===== src/rtl/grill_scheduler.sv =====
// Grill cook sequencer: NUM_SLOTS doneness levels advanced one slot per cycle on each cook tick.
// Define GRILL_AUTOCLEAR_EN to clear burnt slots during a scan and expose the burn_evt pulse.
module grill_scheduler #(
  parameter int NUM_SLOTS = 4,
  parameter int SLOT_W    = 2,
  parameter int TICK_DIV  = 50000000
) (
  input  logic                   clock,
  input  logic                   reset,
  input  logic                   pause,
  input  logic                   req_valid,
  input  logic                   req_serve,
  input  logic [SLOT_W-1:0]      req_slot,
  output logic                   req_ready,
  output logic [3*NUM_SLOTS-1:0] doneness,
  output logic                   served_valid,
  output logic [SLOT_W-1:0]      served_slot,
  output logic [2:0]             served_level,
  output logic                   req_err,
`ifdef GRILL_AUTOCLEAR_EN
  output logic                   burn_evt,
`endif
  output logic                   burnt_alarm
);

  localparam int PW = (TICK_DIV > 2) ? $clog2(TICK_DIV) : 1;
  localparam logic [PW-1:0]     PRESC_MAX = PW'(TICK_DIV - 1);
  localparam logic [SLOT_W-1:0] LAST_IDX  = SLOT_W'(NUM_SLOTS - 1);

  typedef enum logic {IDLE, SCAN} state_t;

  state_t            state_reg, state_next;
  logic [SLOT_W-1:0] idx_reg, idx_next;
  logic              pending_reg, pending_next;
  logic [PW-1:0]     presc_reg;
  logic              tick, accept;
  logic [2:0]        sel_lvl;
  logic              slot_ok, any_burnt;
  logic              served_valid_reg, req_err_reg, burnt_alarm_reg;
  logic [SLOT_W-1:0] served_slot_reg;
  logic [2:0]        served_level_reg;

  assign tick   = !pause && (presc_reg == PRESC_MAX);
  assign accept = req_valid && (state_reg == IDLE);

  always_ff @(posedge clock) begin
    if (reset) begin
      presc_reg <= '0;
    end else if (!pause) begin
      presc_reg <= tick ? '0 : presc_reg + PW'(1);
    end
  end

  always_comb begin
    state_next   = state_reg;
    idx_next     = idx_reg;
    pending_next = pending_reg | tick;
    req_ready    = 1'b0;
    case (state_reg)
      IDLE: begin
        req_ready = 1'b1;
        if (pending_reg || tick) begin
          state_next   = SCAN;
          idx_next     = '0;
          pending_next = 1'b0;
        end
      end
      SCAN: begin
        if (idx_reg == LAST_IDX) begin
          idx_next = '0;
          // A tick that landed mid-scan chains straight into another scan.
          if (pending_reg || tick) begin
            pending_next = 1'b0;
          end else begin
            state_next = IDLE;
          end
        end else begin
          idx_next = idx_reg + SLOT_W'(1);
        end
      end
      default: state_next = IDLE;
    endcase
  end

  always_ff @(posedge clock) begin
    if (reset) begin
      state_reg   <= IDLE;
      idx_reg     <= '0;
      pending_reg <= 1'b0;
    end else begin
      state_reg   <= state_next;
      idx_reg     <= idx_next;
      pending_reg <= pending_next;
    end
  end

  for (genvar gi = 0; gi < NUM_SLOTS; gi++) begin : g_slot
    logic [2:0] lvl_reg;
    always_ff @(posedge clock) begin
      if (reset) begin
        lvl_reg <= '0;
      end else if (state_reg == SCAN && idx_reg == SLOT_W'(gi)) begin
        if (lvl_reg != 3'd0 && lvl_reg != 3'd7) begin
          lvl_reg <= lvl_reg + 3'd1;
`ifdef GRILL_AUTOCLEAR_EN
        end else if (lvl_reg == 3'd7) begin
          lvl_reg <= '0;
`endif
        end
      end else if (accept && req_slot == SLOT_W'(gi)) begin
        // Serving an empty slot writes 0 over 0, so no extra guard is needed.
        if (req_serve) begin
          lvl_reg <= '0;
        end else if (lvl_reg == 3'd0) begin
          lvl_reg <= 3'd1;
        end
      end
    end
    assign doneness[3*gi +: 3] = lvl_reg;
  end

  always_comb begin
    sel_lvl   = '0;
    slot_ok   = 1'b0;
    any_burnt = 1'b0;
    for (int i = 0; i < NUM_SLOTS; i++) begin
      if (req_slot == SLOT_W'(i)) begin
        slot_ok = 1'b1;
        sel_lvl = doneness[3*i +: 3];
      end
      if (doneness[3*i +: 3] == 3'd7) begin
        any_burnt = 1'b1;
      end
    end
  end

  always_ff @(posedge clock) begin
    if (reset) begin
      served_valid_reg <= 1'b0;
      served_slot_reg  <= '0;
      served_level_reg <= '0;
      req_err_reg      <= 1'b0;
      burnt_alarm_reg  <= 1'b0;
    end else begin
      served_valid_reg <= accept && req_serve && slot_ok && (sel_lvl != 3'd0);
      req_err_reg      <= accept && (!slot_ok || (req_serve ? (sel_lvl == 3'd0) : (sel_lvl != 3'd0)));
      burnt_alarm_reg  <= any_burnt;
      if (accept && req_serve && slot_ok && sel_lvl != 3'd0) begin
        served_slot_reg  <= req_slot;
        served_level_reg <= sel_lvl;
      end
    end
  end

  assign served_valid = served_valid_reg;
  assign served_slot  = served_slot_reg;
  assign served_level = served_level_reg;
  assign req_err      = req_err_reg;
  assign burnt_alarm  = burnt_alarm_reg;

`ifdef GRILL_AUTOCLEAR_EN
  logic [2:0] scan_lvl;
  logic       burn_evt_reg;

  always_comb begin
    scan_lvl = '0;
    for (int i = 0; i < NUM_SLOTS; i++) begin
      if (idx_reg == SLOT_W'(i)) begin
        scan_lvl = doneness[3*i +: 3];
      end
    end
  end

  always_ff @(posedge clock) begin
    if (reset) begin
      burn_evt_reg <= 1'b0;
    end else begin
      burn_evt_reg <= (state_reg == SCAN) && (scan_lvl == 3'd7);
    end
  end

  assign burn_evt = burn_evt_reg;
`endif

endmodule

===== config.mk =====
export PLATFORM = sky130hd
export DESIGN_NAME = grill_scheduler
export DESIGN_NICKNAME = d
export VERILOG_FILES = /design/src/rtl/grill_scheduler.sv
export SDC_FILE = /design/constraint.sdc
export NUM_CORES = 1
export LEC_CHECK = 0
export ABC_CLOCK_PERIOD_IN_PS = 1900
export CAP_MARGIN = 20
export CORE_UTILIZATION = 32
export CTS_BUF_LIST = sky130_fd_sc_hd__clkbuf_8
export DETAILED_ROUTE_END_ITERATION = 8
export GPL_TIMING_DRIVEN = 0
export SYNTH_ARGS = -nofsm -noshare
export SYNTH_HDL_FRONTEND = slang
export SYNTH_SLANG_ARGS = --single-unit

===== constraint.sdc =====
create_clock -name clock -period 1.9 [get_ports clock]
set_input_delay 0.57 -clock clock [delete_from_list [all_inputs] [get_ports clock]]
set_output_delay 0.57 -clock clock [all_outputs]
set_load 0.02 [all_outputs]

==> run summary, run 1 <==
* 95.78 µm — Vert. Die Dim
* 6905 µm — Routed Wire Length
* dfxtp_1 (36%), ha_1 (7.6%), nand3_1 (3.6%), a21oi_1 (3.4%), nor2_1 (3.2%) — Area contributors post-synth
* 0.01166 ns — clock tree skew after final layout
* 0 — antenna violations before repair
* 0 — Yosys warning count
* 50 — Synth Register Bits
* 20.36% — post-synthesis to final-layout area growth
* dfxtp_1 — library cell with the largest summed area after synthesis
* 1509 µW — Internal Power
* 0.1600 — Tot GR Track Use
* 2 — Hold Path Depth
* 0 ns — final setup TNS
* 50 — CTS sink cnt
* 0 — count of antenna diodes in the layout
* 873 — final-layout fill cell count
* clkdlybuf4s50_1 — cells traversed along the worst timing path
* 1993 µW — total power after layout
* clkbuf_8 — CTS root buf
* 0.5581 — Max-Slew Margin vs Limit
* completed — result of the run
* 0.8549 — global placement routability congestion
* reg2reg — kind of path behind the tightest hold check
* 0.60 ns — Worst path max stage delay
* 335.8 µV — maximum ir drop on the vdd rail
* 8382 µm² — core region area
* yes — TritonCTS clock tree
* 0.6629 ns — Worst-Margin Slew
* buffers and inverters — family with the most delay on the worst path
* 0.31 ns — Worst-Skew Late Latency
* 26 — flip-flop count of the largest register, all copies and words added
* 323 — Cells after Synth
* 2593 — via count
* 0.1086 — fraction of final layout cells sized beyond drive strength 1
* dfxtp_1 (50), nor2_1 (24), nand3_1 (20), a21oi_1 (19), nand2_1 (19) — top cell types by occurrence after synthesis
* 1.841 ns — time the worst path needs with I/O delays and setup
* presc_reg[23] — launch instance of the worst min-delay path
* 0.3557 — area fraction of the dominant cell type after synthesis
* dfxtp_1 — most instantiated flip-flop cell in the synthesis netlist
* 5 — number of CTS-inserted buffers
* 1 — number of buffers and inverters on the critical path
* 14.88 µm — routed wire length per instance
* 2384 — number of global-route vias before repair
* 0 — count of pins over their slew limit
* 0.2431 — switching part of the total
* 4 — Pre-Repair DR Iteration Count
* 0 — count of flip-flops with a built-in enable after synthesis
* 0 — max cap viols
* 0 — Async SR Flop Fraction
* 1.27 ns — arrival time of data at the critical path endpoint
* 0.10 ns — clock slew at the register clock pins of the worst setup and hold paths
* 0.066 — share of total power in combinational logic
* 11360 µm — first-pass GRT wire length
* 0.3357 — initial core utilization
* 0.9690 — final period utilization
* 95.78 µm — horizontal die dimension
* 17 — pin count of the biggest net entering global routing
* 543.2 MHz — Max Freq
* 1 — logic depth of the worst setup path including buffers
* presc_reg[22] — capturing point of the worst reg2reg path
* 0 — Final Hold Vio Count
* 2 — Clock H-tree levels
* 5098 µm — DP Wirelength
* 8.712 µm² — Mean Syn Cell Area
* 2814 µm² — combined area of all synthesized cells
* 347 — Net Count, Synth
* primary output — Worst Setup End Kind
* 53 — Unique masters post-synth
* 484.4 µW — Net Sw Power
* clkdlybuf4s50_1 — cell with the largest stage delay on the worst path
* 0.5081 ns — smallest hold slack
* true — setup repair after global routing missed its margin
* register — type of origin of the critical path
* presc_reg[23] — endpoint with the worst hold slack
* 24 — total of buffers placed on input and output ports
* 0 — Post-CTS Hold Buffers
* presc_reg[7] — startpoint of the worst-slack reg-to-reg timing path
* 0.3557 — share of the yosys chip area belonging to registers
* 2 — critical-path maximum fanout
* 121 — starting DRC count in detailed routing
* 33 — number of standard-cell rows in the floorplan
* 0.11 ns — Worst R2R Setup Slack
* 452 — cell count after placement
* 382 — nets@finish
* 0 — detailed-route DRC error count
* 7 — depth of the worst register-to-register path
* 0.540 — relative contribution of sequential cells to total power
* 0.395 — clock network fraction of design power
* 2 — number of buffers on the longest clock path
* 0 — # setup viols final
* reg2out — Crit Path Class
* 9173 µm² — DIE AREA
* 0.001219 µW — leakage power
* 464 — Post-Layout Cell Count
* 28 — boundary pin count
* 0 — grt total ovfl
* 0 — final antenna-violating net count
* 588.4 nW/µm² — total power per unit cell area
* dfxtp_1 — most numerous cell in the Yosys netlist
* 5.588 — average via count per standard cell
* 1.33 ns — data required time at the worst endpoint
==> cell usage in the layout (no fill, tap or decap), types with 4 or more instances in the layout <==
cell              n
dfxtp_1          47
nor2_1           24
nand3_1          19
a21oi_1          19
nand2_1          18
ha_1             17
inv_1            15
dlygate4sd2_1    13
o21ai_0          10
nand4_1          10
clkdlybuf4s50_1  10
o2111ai_1         9
or3_1             8
o31ai_1           8
or4_1             8
and3_1            7
xnor2_1           7
clkbuf_8          6
nor2b_1           6
nor3_1            6
buf_4             6
nor4_1            5
clkbuf_1          4
a31oi_1           4
o211ai_1          4
==> area by class of cell <==
cell class                      count  area (µm²)  area share
Inverter                           15       56.30     0.01662
Timing Repair Buffer               28       249.0     0.07351
Multi-Input combinational cell    243        1724      0.5090
Clock inverter                      3       43.79     0.01293
Sequential cell                    50        1007      0.2974
Tap cell                          105       131.4     0.03879
Buffer                             15       106.4     0.03140
Clock buffer                        5       68.82     0.02032
==> metal layers <==
metal  up-vias  part of all wire  track usage
li1       1300                 -            -
met4         0            0.0029      0.03358
met5         -                 0            0
met3         2             0.041      0.02607
met1      1248              0.48       0.2087
met2        43              0.47       0.2774
==> logic make-up after synthesis <==
family | Yosys count | synth area share
mux | 5 | 0.03112
flops | 50 | 0.3557
simple gates | 137 | 0.2761
fa+ha+maj | 17 | 0.07559
compound gates | 74 | 0.1845
buf+inv | 30 | 0.04580
xor+xnor | 10 | 0.03113
==> worst register-to-register path, stage by stage, from the launching register on <==
cell and delay [ns]:
dfxtp_1 0.32, clkbuf_4 0.18, and4_1 0.18, buf_4 0.16, nand4_1 0.16, buf_4 0.19
or4_1 0.40, a21oi_1 0.14
==> power by group through the flow <==
stage	sequential, µW	combinational, µW	clock [µW]
floorplan	1100	80.1	0
global placement	1100	127	0
detailed placement	1100	129	0
CTS	1070	130	818
global route	1080	146	859
finish	1080	131	786
==> how the worst max path moves through the flow <==
stage / slack (ns) / to / startpoint
after floorplan: -0.03 / served_slot[0] / req_slot[0]
after CTS: 0.006 / req_ready / state_reg
final: 0.06 / served_level[1] / served_level[1]
after detailed placement: -0.83 / presc_reg[11] / pause
after global routing: -0.007 / presc_reg[21] / pause
after global placement: -0.88 / presc_reg[9] / pause
==> per-stage QoR <==
stage                     utilization  worst slack, ns  cell area [µm²]
after floorplan                     -         -0.03346             2823
final                          0.4041          0.05896             3387
after CTS                      0.3995         0.006478             3348
after detailed placement       0.3811          -0.8330             3194
after global placement         0.3811          -0.8786             3194
after global routing           0.4041        -0.007193             3387
==> what timing repair did <==
action                     CTS  global route
pin swaps                    1             2
setup buffers                1             3
hold endpoints to repair     0             0
setup endpoints to repair   58            25
resized for setup           31             9
Power figures use the tool's default switching activity.
==> inputs of run 2 (changes only) <==
ABC_CLOCK_PERIOD_IN_PS = unset   (was 1900)
CTS_CLUSTER_DIAMETER = 60   (was unset)
SLEW_MARGIN = 40   (was unset)
==> results of run 2 <==
Same layout as run 1: the final DEF is identical, and so are final timing and power.
